<file path="src/rtl/adc_moving_average.sv">
// rtl/adc_moving_average.sv - boxcar moving average over the last 2**LOG2_N ADC conversions
module adc_moving_average #(
  parameter int DATA_W = 16,
  parameter int LOG2_N = 3
) (
  input  logic              clk,
  input  logic              reset,
  input  logic              clear,
  input  logic              in_ready,
  input  logic [DATA_W-1:0] in_data,
  output logic              avg_valid,
  output logic [DATA_W-1:0] avg_out,
  output logic              win_full
);

  localparam int N     = 2 ** LOG2_N;
  localparam int SUM_W = DATA_W + LOG2_N;

  typedef enum logic {FILL, RUN} state_t;

  state_t              state_q, state_d;
  logic [SUM_W-1:0]    sum_q, sum_d;
  logic [LOG2_N-1:0]   wr_ptr_q, wr_ptr_d;
  logic [LOG2_N-1:0]   fill_cnt_q, fill_cnt_d;
  logic                in_ready_q;
  logic                avg_valid_q, avg_valid_d;
  logic [DATA_W-1:0]   avg_out_q, avg_out_d;
  logic                win_full_q, win_full_d;
  logic [DATA_W-1:0]   buf_q [N];
  logic                accept;
  logic [DATA_W-1:0]   oldest;

  always_comb begin
    state_d     = state_q;
    sum_d       = sum_q;
    wr_ptr_d    = wr_ptr_q;
    fill_cnt_d  = fill_cnt_q;
    avg_valid_d = 1'b0;
    avg_out_d   = avg_out_q;
    win_full_d  = win_full_q;
    accept      = in_ready & ~in_ready_q;
    // While filling, the slot under the pointer holds stale data; treat it as zero.
    oldest      = (state_q == RUN) ? buf_q[wr_ptr_q] : '0;

    if (accept) begin
      sum_d       = sum_q + SUM_W'(in_data) - SUM_W'(oldest);
      wr_ptr_d    = wr_ptr_q + LOG2_N'(1);
      avg_valid_d = 1'b1;
      avg_out_d   = DATA_W'(sum_d >> LOG2_N);
      if (state_q == FILL) begin
        fill_cnt_d = fill_cnt_q + LOG2_N'(1);
        if (fill_cnt_q == LOG2_N'(N - 1)) begin
          state_d    = RUN;
          win_full_d = 1'b1;
        end
      end
    end
  end

  always_ff @(posedge clk) begin
    if (!reset || clear) begin
      state_q     <= FILL;
      sum_q       <= '0;
      wr_ptr_q    <= '0;
      fill_cnt_q  <= '0;
      in_ready_q  <= 1'b0;
      avg_valid_q <= 1'b0;
      avg_out_q   <= '0;
      win_full_q  <= 1'b0;
    end else begin
      state_q     <= state_d;
      sum_q       <= sum_d;
      wr_ptr_q    <= wr_ptr_d;
      fill_cnt_q  <= fill_cnt_d;
      in_ready_q  <= in_ready;
      avg_valid_q <= avg_valid_d;
      avg_out_q   <= avg_out_d;
      win_full_q  <= win_full_d;
    end
  end

  // Sample storage needs no reset: FILL never reads it before overwriting.
  always_ff @(posedge clk) begin
    if (reset && !clear && accept) begin
      buf_q[wr_ptr_q] <= in_data;
    end
  end

  assign avg_valid = avg_valid_q;
  assign avg_out   = avg_out_q;
  assign win_full  = win_full_q;

endmodule

</file>
<file path="config.mk">
export PLATFORM = sky130hd
export DESIGN_NAME = adc_moving_average
export DESIGN_NICKNAME = d
export VERILOG_FILES = /design/src/rtl/adc_moving_average.sv
export SDC_FILE = /design/constraint.sdc
export NUM_CORES = 1
export LEC_CHECK = 0
export BUFFER_PORTS_ARGS = -buffer_cell sky130_fd_sc_hd__clkbuf_2
export CAP_MARGIN = 5
export CORE_MARGIN = 4
export CORE_UTILIZATION = 50
export DETAILED_ROUTE_END_ITERATION = 10
export GPL_ROUTABILITY_DRIVEN = 0
export PLACE_DENSITY = 0.66
export SYNTH_ARGS = -nofsm -noshare
export SYNTH_HDL_FRONTEND = slang
export SYNTH_SLANG_ARGS = --single-unit
</file>
<file path="constraint.sdc">
create_clock -name clk -period 4.84 [get_ports clk]
set_input_delay 0.968 -clock clk [delete_from_list [all_inputs] [get_ports clk]]
set_output_delay 0.968 -clock clk [all_outputs]
set_load 0.02 [all_outputs]
</file>
==> results.toml, run 1 <==
[setup_path]
crit_buf_inv = 2
crit_slowest_cell = "dfxtp_2"
cp_cell_sequence = "buf_4 > mux4_2 > mux2i_1 > nor2_1 > fa_1 > inv_1 > ha_1 > and4_1 > nand4_1 > a21o_1 > a31oi_1 > xnor2_1 > or3_1 > a21oi_1"
crit_required_ns = 5.18
cp-start-kind = "register"
reg2reg_depth = 14
crit_family = "adder cells"
r2r_setup_slack_ns = 0.65
criticalPathCategory = "reg2reg"
end_kind = "register"
arrival_ns = 4.53
worst_r2r_endpoint = "sum_q[18]$_SDFFE_PP0P_"
max_stage_delay_ns = 0.68
path_max_fanout = 16

[die]
coreArea_mm2 = 0.01470
die_h_um = 131.0
initial_core_util_pct = 51.43
core.rowCount = 44
die_area_mm2 = 0.01715
io_pins = 38
die-width_um = 131.0

[clock_network]
clockRootBuffer = "clkbuf_16"
cts-resized-gates = 0
cts_tree = "done"
insertion_delay_ns = 0.43
h-tree-depth = 4
hold_buffers = 0
cts_setup_buffers = 0
clock-sinks = 160
clk_pin_slew_ns = 0.07
ctsLongestPathBuffers = 2
cts_made_buffers = 17

[placed_design]
dp_hpwl_um = 10120
port_buffers = 37
placed_cells = 750

[timing]
period_share_pct = 86.47
finClkSkew_ns = 0.01417
rsz0062_at_grt = "no"
fmax_mhz = 238.9
setup_tns_ns = 0
min_period_ns = 4.185
drv_slew = 0
worstMarginPinSlew_ns = 0.8482
slew_headroom_pct = 43.45
hold_viol = 0
setup-violations-final = 0

[global_routing]
grt_first_pass_wirelength_um = 24080
grt_max_degree = 21
first_global_vias = 4450
gr-total-overflow = 0
grt_usage_pct = 19.00
antenna_found_initial = 0

[synth]
synth_commonest_cells = "edfxtp_1 (128), inv_1 (65), nor2_1 (36), dfxtp_1 (32), mux4_2 (32)"
syn-num-nets = 609
synth_area_leaders = "edfxtp_1 (51%), mux4_2 (9.5%), dfxtp_1 (8.5%), fa_1 (4.2%), ha_1 (3.6%)"
yosysTopAreaCellShare_pct = 50.84
synth_most_common_cell = "edfxtp_1"
synthArstFlopShare_pct = 0
ys_seq_area_share_pct = 59.32
ys.warnings.count = 0
ys_types = 54
yosysTopAreaCell = "edfxtp_1"
synth_cells = 551
synth.avg_cell_area_um2 = 13.72
synth_ff_type = "edfxtp_1"
synth_edf_count = 128
syn_area_mm2 = 0.007560
ys_ff_latch = 160

[worst_hold_path]
min_from = "sum_q[1]$_SDFFE_PP0P_"
min_to = "sum_q[1]$_SDFFE_PP0P_"
worstHoldPathCells = 2
hp-class = "reg2reg"

[pwr]
seqPwrFrac_pct = 45.9
swShare_pct = 25.77
pwr-share-clk_pct = 41.8
pwr_density_cell_mw_per_mm2 = 388.9
p_int_mw = 2.460
p_comb_share_pct = 12.3
power_mw = 3.314
p_sw_mw = 0.8540
power.leakage_nw = 3.119
ir_drop_uv = 287.8

[routing]
vias = 4376
drt_iter0_markers = 387
viasPerCell = 5.596
ant_nets = 0
routedWlPerCell_um = 18.99
dr.pass1.iters = 5
wirelength_um = 14850
drc_errors = 0

[final_layout]
area_growth_pct = 12.73
layout.nets = 643
fin_cells = 782
drive_gt1_share_pct = 21.91
antennaDiodeCount = 0
fill_cells = 1143

[flow_run]
cap_viol_max_count = 0

[run_status]
outcome = "finished clean"
## tightest hold or removal path: stages, from the launching register on
cell     delay, ns
dfxtp_1       0.31
nand2_1       0.05
a21oi_1       0.05
## per-layer routing
metal,wire [um],share of wire (%),up-vias,GRT usage (%)
li1,-,-,2057,-
met1,6849,46,2187,27.45
met2,7023,47,113,28.35
met3,737,5.0,19,4.715
met4,242,1.6,0,6.594
met5,0,0,-,0
## layout by cell type (no fill, tap or decap), drive strengths merged, types with 4 or more instances in the layout
| cell type | n |
|---|---|
| and2 | 4 |
| o21ai | 16 |
| inv | 75 |
| fa | 16 |
| o21a | 5 |
| clkbuf | 54 |
| a21oi | 27 |
| ha | 22 |
| buf | 16 |
| and3 | 4 |
| nor2 | 36 |
| mux2i | 15 |
| a31oi | 4 |
| nand2b | 5 |
| dfxtp | 32 |
| nand3 | 8 |
| mux4 | 32 |
| xor2 | 5 |
| edfxtp | 128 |
| nand2 | 31 |
| a21o | 7 |
| nor3 | 6 |
| xnor2 | 8 |
## stage by stage
stage	setup slack, ns	hold WS (ns)	utilization, %	instance area [um2]
after global placement	0.6412	0.4447	53.80	7908
after floorplan	0.9639	0.4363	-	7560
after CTS	0.5935	0.4629	57.98	8522
after global routing	0.2137	0.4850	57.98	8522
after detailed placement	0.6155	0.4532	53.80	7908
final	0.6549	0.4589	57.98	8522
## flip-flops by register name, indices dropped and copies added (netlist names), named ones only
register	count
avg_valid	1
buf_q	128
in_ready_q	1
win_full	1
sum_q	19
fill_cnt_q	3
wr_ptr_q	3
state_q	1
## how the worst max path moves through the flow
stage / from / end / slack [ns] / cells past startpoint
after floorplan: register / sum_q[17]$_SDFFE_PP0P_ / 0.96 / 14
after global placement: register / sum_q[12]$_SDFFE_PP0P_ / 0.64 / 13
after detailed placement: register / sum_q[18]$_SDFFE_PP0P_ / 0.62 / 14
after CTS: register / sum_q[18]$_SDFFE_PP0P_ / 0.59 / 14
after global routing: register / sum_q[18]$_SDFFE_PP0P_ / 0.21 / 14
final: register / sum_q[18]$_SDFFE_PP0P_ / 0.65 / 14
## power groups by stage
stage                     registers [mW]  clock network, mW  logic (mW)
final                               1.52               1.39       0.409
after detailed placement            1.55                  0       0.405
after global placement              1.55                  0       0.400
after floorplan                     1.54                  0       0.325
after global routing                1.52               1.47       0.463
after CTS                           1.52               1.41       0.408
## final cells by class
class	count	area, um2	area share, %
well taps	184	230.2	2.702
repair buffers	53	305.3	3.582
flip-flops and latches	160	4486	52.64
inverters	65	244.0	2.863
multi-input cells	288	2643	31.01
clock inverters	15	188.9	2.217
clock buffers	17	425.4	4.992
## kinds of logic after synthesis
kind of cell               after synthesis  share of synthesized area (%)
adders and majority gates               38                          7.878
muxes                                   48                          11.67
DFF                                    160                          59.32
AOI/OAI and AO/OA                       78                          6.620
xor gates and xnor gates                13                          1.506
and+or+nand+nor                        111                          6.935
buffers and inverters                  103                          6.074
Note: power is estimated with default switching activity, not from simulation.
==> run 2: changes to the inputs <==
--- a/config.mk
+++ b/config.mk
@@ -7,7 +7,7 @@
 export LEC_CHECK = 0
 export BUFFER_PORTS_ARGS = -buffer_cell sky130_fd_sc_hd__clkbuf_2
 export CAP_MARGIN = 5
-export CORE_MARGIN = 4
+export CORE_MARGIN = 1
 export CORE_UTILIZATION = 50
 export DETAILED_ROUTE_END_ITERATION = 10
 export GPL_ROUTABILITY_DRIVEN = 0
==> run 2 against run 1 <==
The flow now finishes with violations (DRC). Clock power down 6%. First-iteration DRC count down 10%. Routed wire length up 1.3%. Clock-buffer cell count up 2. Critical path depth down 1. Hold slack better by 0.0045 ns. Cell area down 0.38%. Flip-flop and latch count unchanged. Combinational power about the same. Register-to-register slack better by 0.08 ns. Non-clock buffer count down 2. Core utilization about the same. Critical path type unchanged. Critical endpoint is now sum_q[12]$_SDFFE_PP0P_. Highest routed layer unchanged.
==> results.toml, run 2 (same netlist as run 1, synthesis figures left out) <==
[run_status]
outcome = "finished, violations left"
violations = "DRC"

[final_layout]
largest_reg_flops = 128
antennaDiodeCount = 0
largestRegisters = "buf_q (128), sum_q (19)"
layout_commonest_cell = "edfxtp_1"
fin_cells = 780
multiInputGateArea_mm2 = 0.002643
fin_area_mm2 = 0.008489
layout_common_cells = "edfxtp_1 (128), inv_1 (65), clkbuf_2 (37), nor2_1 (36), mux4_2 (32)"
top_register = "buf_q"
area_growth_pct = 12.30
layout.nets = 641
drive_gt1_share_pct = 20.97
seq_area_mm2 = 0.004486
fill_cells = 1157
fin_util_pct = 57.97

[routing]
viasPerCell = 5.617
vias = 4381
routedWlPerCell_um = 19.29
dr.pass1.iters = 8
drc_errors = 11
ant_nets = 0
drt_iter0_markers = 347
wirelength_um = 15050

[timing]
hold_ws_ns = 0.4634
drv_slew = 0
worstMarginPinSlew_ns = 0.8829
finClkSkew_ns = 0.01505
hold_viol = 0
rsz0062_at_grt = "no"
slew_headroom_pct = 40.92
period_share_pct = 84.89
setup_tns_ns = 0
finalWorstSetupSlack_ns = 0.7315
min_period_ns = 4.109
setup-violations-final = 0
fmax_mhz = 243.4

[die]
die_area_mm2 = 0.01562
die-width_um = 125.0
initial_core_util_pct = 51.62
die_h_um = 125.0
io_pins = 38
coreArea_mm2 = 0.01464
core.rowCount = 44

[worst_hold_path]
min_from = "sum_q[1]$_SDFFE_PP0P_"
worstHoldPathCells = 2
min_to = "sum_q[1]$_SDFFE_PP0P_"
hp-class = "reg2reg"

[clock_network]
clockRootBuffer = "clkbuf_16"
ctsLongestPathBuffers = 2
cts_setup_buffers = 0
clk_pin_slew_ns = 0.07
cts-resized-gates = 0
cts_made_buffers = 17
insertion_delay_ns = 0.43
h-tree-depth = 4
hold_buffers = 0
cts_tree = "done"
clock-sinks = 160

[global_routing]
met2_usage_pct = 33.26
antenna_found_initial = 0
grt_first_pass_wirelength_um = 24920
first_global_vias = 4535
gr-total-overflow = 0
met1_usage_pct = 30.46
grt_max_degree = 21
grt_usage_pct = 21.35
use_met3_pct = 4.621
top_usage_layer = "met2"

[setup_path]
reg2reg_depth = 13
r2r_setup_slack_ns = 0.73
cp-start-kind = "register"
worst_r2r_endpoint = "sum_q[12]$_SDFFE_PP0P_"
path_max_fanout = 16
criticalPathCategory = "reg2reg"
crit_required_ns = 5.14
arrival_ns = 4.41
end_kind = "register"

[pwr]
seqPwrFrac_pct = 47.1
power_mw = 3.228
pwr_density_cell_mw_per_mm2 = 380.3
power.leakage_nw = 3.070
p_comb_share_pct = 12.7
ir_drop_uv = 250.2
pwr-share-clk_pct = 40.2
p_int_mw = 2.432
swShare_pct = 24.67
p_sw_mw = 0.7965

[flow_run]
cap_viol_max_count = 0

[placed_design]
placed_cells = 748
postPlaceCellArea_mm2 = 0.007918
dp_hpwl_um = 10100
pre_cts_ws_ns = 0.6919
port_buffers = 37
-- run 2: per-layer routing --
| layer | up-vias | share of wire, % | routed length [um] |
|---|---|---|---|
| li1 | 2056 | - | - |
| met1 | 2174 | 47 | 7075 |
| met2 | 134 | 47 | 7021 |
| met3 | 17 | 5.0 | 756 |
| met4 | 0 | 1.3 | 195 |
| met5 | - | 0 | 0 |
-- run 2: how the worst max path moves through the flow --
stage                  start                endpoint  cells after the start
floorplan           register  sum_q[17]$_SDFFE_PP0P_                     14
global placement    register  sum_q[17]$_SDFFE_PP0P_                     12
detailed placement  register  sum_q[12]$_SDFFE_PP0P_                     13
CTS                 register  sum_q[17]$_SDFFE_PP0P_                     12
global route        register  sum_q[10]$_SDFFE_PP0P_                     13
finish              register  sum_q[12]$_SDFFE_PP0P_                     13
-- run 2: area by class of cell --
type                       count  share of cell area (%)
multi-input combinational    288                   31.13
tap                          184                   2.712
inverter                      65                   2.874
sequential                   160                   52.84
clock inverter                13                   1.636
timing repair buffer          51                   3.714
clock buffer                  19                   5.099
-- run 2: power groups by stage --
stage | Clock [mW] | Combinational [mW] | Sequential [mW]
6_report | 1.30 | 0.409 | 1.52
3_5_place_dp | 0 | 0.406 | 1.55
3_3_place_gp | 0 | 0.400 | 1.55
5_1_grt | 1.37 | 0.464 | 1.52
4_1_cts | 1.32 | 0.409 | 1.52
2_1_floorplan | 0 | 0.325 | 1.54
-- run 2: worst max-delay path, stage by stage (launching register included) --
cell     delay [ns]
dfxtp_2        0.71
mux4_2         0.57
mux2i_1        0.15
nor2_1         0.07
fa_1           0.50
inv_1          0.07
fa_1           0.47
a21o_1         0.19
a31oi_1        0.28
nand2_1        0.12
a311o_1        0.38
o31a_1         0.25
xnor2_1        0.15
o21ai_1        0.07
==> run 3: changes to the inputs <==
--- a/config.mk
+++ b/config.mk
@@ -5,6 +5,7 @@
 export SDC_FILE = /design/constraint.sdc
 export NUM_CORES = 1
 export LEC_CHECK = 0
+export ABC_AREA = 1
 export BUFFER_PORTS_ARGS = -buffer_cell sky130_fd_sc_hd__clkbuf_2
 export CAP_MARGIN = 5
 export CORE_MARGIN = 1
==> constraint.sdc (replaced) <==
create_clock -name clk -period 4.1 [get_ports clk]
set_input_delay 0.82 -clock clk [delete_from_list [all_inputs] [get_ports clk]]
set_output_delay 0.82 -clock clk [all_outputs]
set_load 0.02 [all_outputs]
==> run 3 against run 2 <==
The run now ends clean. Synthesized cell count is 44% higher. Global-route usage is 2.1 points higher. Cell area is 2.8% higher. First-iteration DRC count is 53% higher. Flip-flop and latch count stayed put. Power is 15% higher. Core utilization is 0.98 points lower. Combinational power is 21% higher. Fmax is 18% higher. Non-clock buffer count is 4 higher. Sequential power is 18% higher. Critical path type unchanged. Critical endpoint is now sum_q[11]$_SDFFE_PP0P_.
==> results.toml, run 3 <==
[setup_path]
end_kind = "register"
path_max_fanout = 64
criticalPathCategory = "reg2reg"
cp_cell_sequence = "buf_4 > nor2_1 > o32ai_1 > o21ai_0 > nor2_1 > fa_1 > inv_1 > ha_1 > nand2_1 > nand3_2 > nand2_1 > nand2_1 > nand2_1 > nand2_1 > nand2_1 > nand3_1 > nand2_1 > inv_1"
arrival_ns = 3.80
crit_required_ns = 4.43
path_common_cell = "nand2_1"
cp-start-kind = "register"
crit_buf_inv = 3
max_stage_delay_ns = 0.52
crit_slowest_cell = "buf_4"
crit_family = "simple AND/OR/NAND/NOR gates"

[routing]
routedWlPerCell_um = 16.75
wl_met1_um = 7805
drc_errors = 0
wl_met2_um = 8288
viasPerCell = 5.310
vias = 5544
ant_nets = 0
dr.pass1.iters = 4
highest_layer = "met4"
drt_iter0_markers = 531
wirelength_um = 17490
wl_met3_um = 1076

[final_layout]
top_register = "buf_q"
fin_cells = 1044
layout.nets = 879
fill_cells = 1334
layout_common_cells = "nor2_1 (160), edfxtp_1 (128), inv_1 (109), nand2_1 (81), o21ai_0 (55)"
drive_gt1_share_pct = 12.12
antennaDiodeCount = 0
area_growth_pct = 10.34
largest_reg_flops = 128
seq_area_mm2 = 0.004486
multiInputGateArea_mm2 = 0.002704
layout_commonest_cell = "nor2_1"
largestRegisters = "buf_q (128), sum_q (19)"

[synth]
synth_most_common_cell = "nor2_1"
synth_edf_count = 128
synthArstFlopShare_pct = 0
synth_area_leaders = "edfxtp_1 (49%), dfxtp_1 (8.1%), nor2_1 (7.6%), inv_1 (5.2%), fa_1 (4.0%)"
syn_area_mm2 = 0.007910
synth_ff_type = "edfxtp_1"
ys_ff_latch = 160
synth.avg_cell_area_um2 = 9.975
yosysTopAreaCellShare_pct = 48.59
syn-num-nets = 851
synth_cells = 793
ys_types = 37
ys.warnings.count = 0
synth_commonest_cells = "nor2_1 (160), edfxtp_1 (128), inv_1 (109), nand2_1 (81), o21ai_0 (55)"
ys_seq_area_share_pct = 56.69
yosysTopAreaCell = "edfxtp_1"

[timing]
setup-violations-final = 0
period_share_pct = 84.69
setup_tns_ns = 0
worstMarginPinSlew_ns = 0.8154
min_period_ns = 3.472
rsz0062_at_grt = "no"
drv_slew = 0
fmax_mhz = 288.0
slew_headroom_pct = 45.57
hold_viol = 0
finClkSkew_ns = 0.01148

[clock_network]
h-tree-depth = 4
cts-resized-gates = 0
insertion_delay_ns = 0.43
cts_setup_buffers = 0
clk_pin_slew_ns = 0.06
clock-sinks = 160
hold_buffers = 0
cts_made_buffers = 17
cts_tree = "done"
clockRootBuffer = "clkbuf_16"
ctsLongestPathBuffers = 2

[die]
coreArea_mm2 = 0.01531
die_h_um = 127.8
core.rowCount = 45
die-width_um = 127.8
io_pins = 38
initial_core_util_pct = 51.65
die_area_mm2 = 0.01633

[global_routing]
first_global_vias = 5378
gr-total-overflow = 0
grt_max_degree = 65
grt_usage_pct = 23.43
grt_first_pass_wirelength_um = 28380
antenna_found_initial = 0

[placed_design]
placed_cells = 1013
port_buffers = 37
dp_hpwl_um = 11640

[pwr]
power.leakage_nw = 3.571
ir_drop_uv = 325.6
pwr_density_cell_mw_per_mm2 = 424.3

[run_status]
outcome = "finished clean"

[worst_hold_path]
hp-class = "reg2reg"

[flow_run]
cap_viol_max_count = 0
run 3: cell type report:
| cell class | count | share of cell area, % |
|---|---|---|
| sequential | 160 | 51.39 |
| multi-input combinational | 474 | 30.98 |
| clock buffer | 19 | 4.960 |
| inverter | 113 | 4.888 |
| timing repair buffer | 55 | 3.670 |
| tap | 211 | 3.025 |
| clock inverter | 12 | 1.089 |
run 3: worst min-delay path: stages (launching register included):
cell and delay [ns]:
dfxtp_1 0.30, inv_1 0.06, a21oi_1 0.06
run 3: routing by layer:
metal / track usage [%] / vias up
li1: - / 2698
met1: 32.19 / 2641
met2: 37.08 / 179
met3: 4.174 / 26
met4: 9.343 / 0
met5: 0 / -
run 3: per-stage QoR:
stage	cell area, um2	setup WS, ns	power [mW]	hold WS, ns	utilization (%)
2_1_floorplan	7910	1.157	2.199	0.4354	-
3_3_place_gp	8200	0.7067	2.299	0.4502	53.55
3_5_place_dp	8200	0.6700	2.310	0.4642	53.55
4_1_cts	8728	0.6274	3.731	0.4722	56.99
5_1_grt	8728	0.2457	3.863	0.4922	56.99
6_report	8728	0.6279	3.703	0.4705	56.99
run 3: kinds of logic (layout without fill, tap and decap cells):
kind of cell / Yosys count / after routing / synth area share (%)
compound gates: 139 / 139 / 10.58
xor+xnor: 8 / 8 / 0.8858
fa+ha+maj: 38 / 38 / 7.529
buf+inv: 159 / 199 / 9.253
flops: 160 / 160 / 56.69
mux: 1 / 1 / 0.1265
simple gates: 288 / 288 / 14.93
run 3: power by group:
group / leakage (nW) / switching [mW] / internal (mW) / total, mW
registers: 1.41 / 0.0125 / 1.77 / 1.79
logic: 1.92 / 0.326 / 0.168 / 0.494
clock network: 0.239 / 0.603 / 0.820 / 1.42
total: 3.57 / 0.942 / 2.76 / 3.70
run 3: worst paths after layout:
| check | start | to | slack, ns | cells past startpoint |
|---|---|---|---|---|
| worst max-delay path | register | sum_q[11]$_SDFFE_PP0P_ | 0.63 | 18 |
| worst min register to register | sum_q[0]$_SDFFE_PP0P_ | sum_q[0]$_SDFFE_PP0P_ | 0.47 | 2 |
| worst min-delay path | sum_q[0]$_SDFFE_PP0P_ | sum_q[0]$_SDFFE_PP0P_ | 0.47 | 2 |
| worst max register to register | register | sum_q[11]$_SDFFE_PP0P_ | 0.63 | 18 |
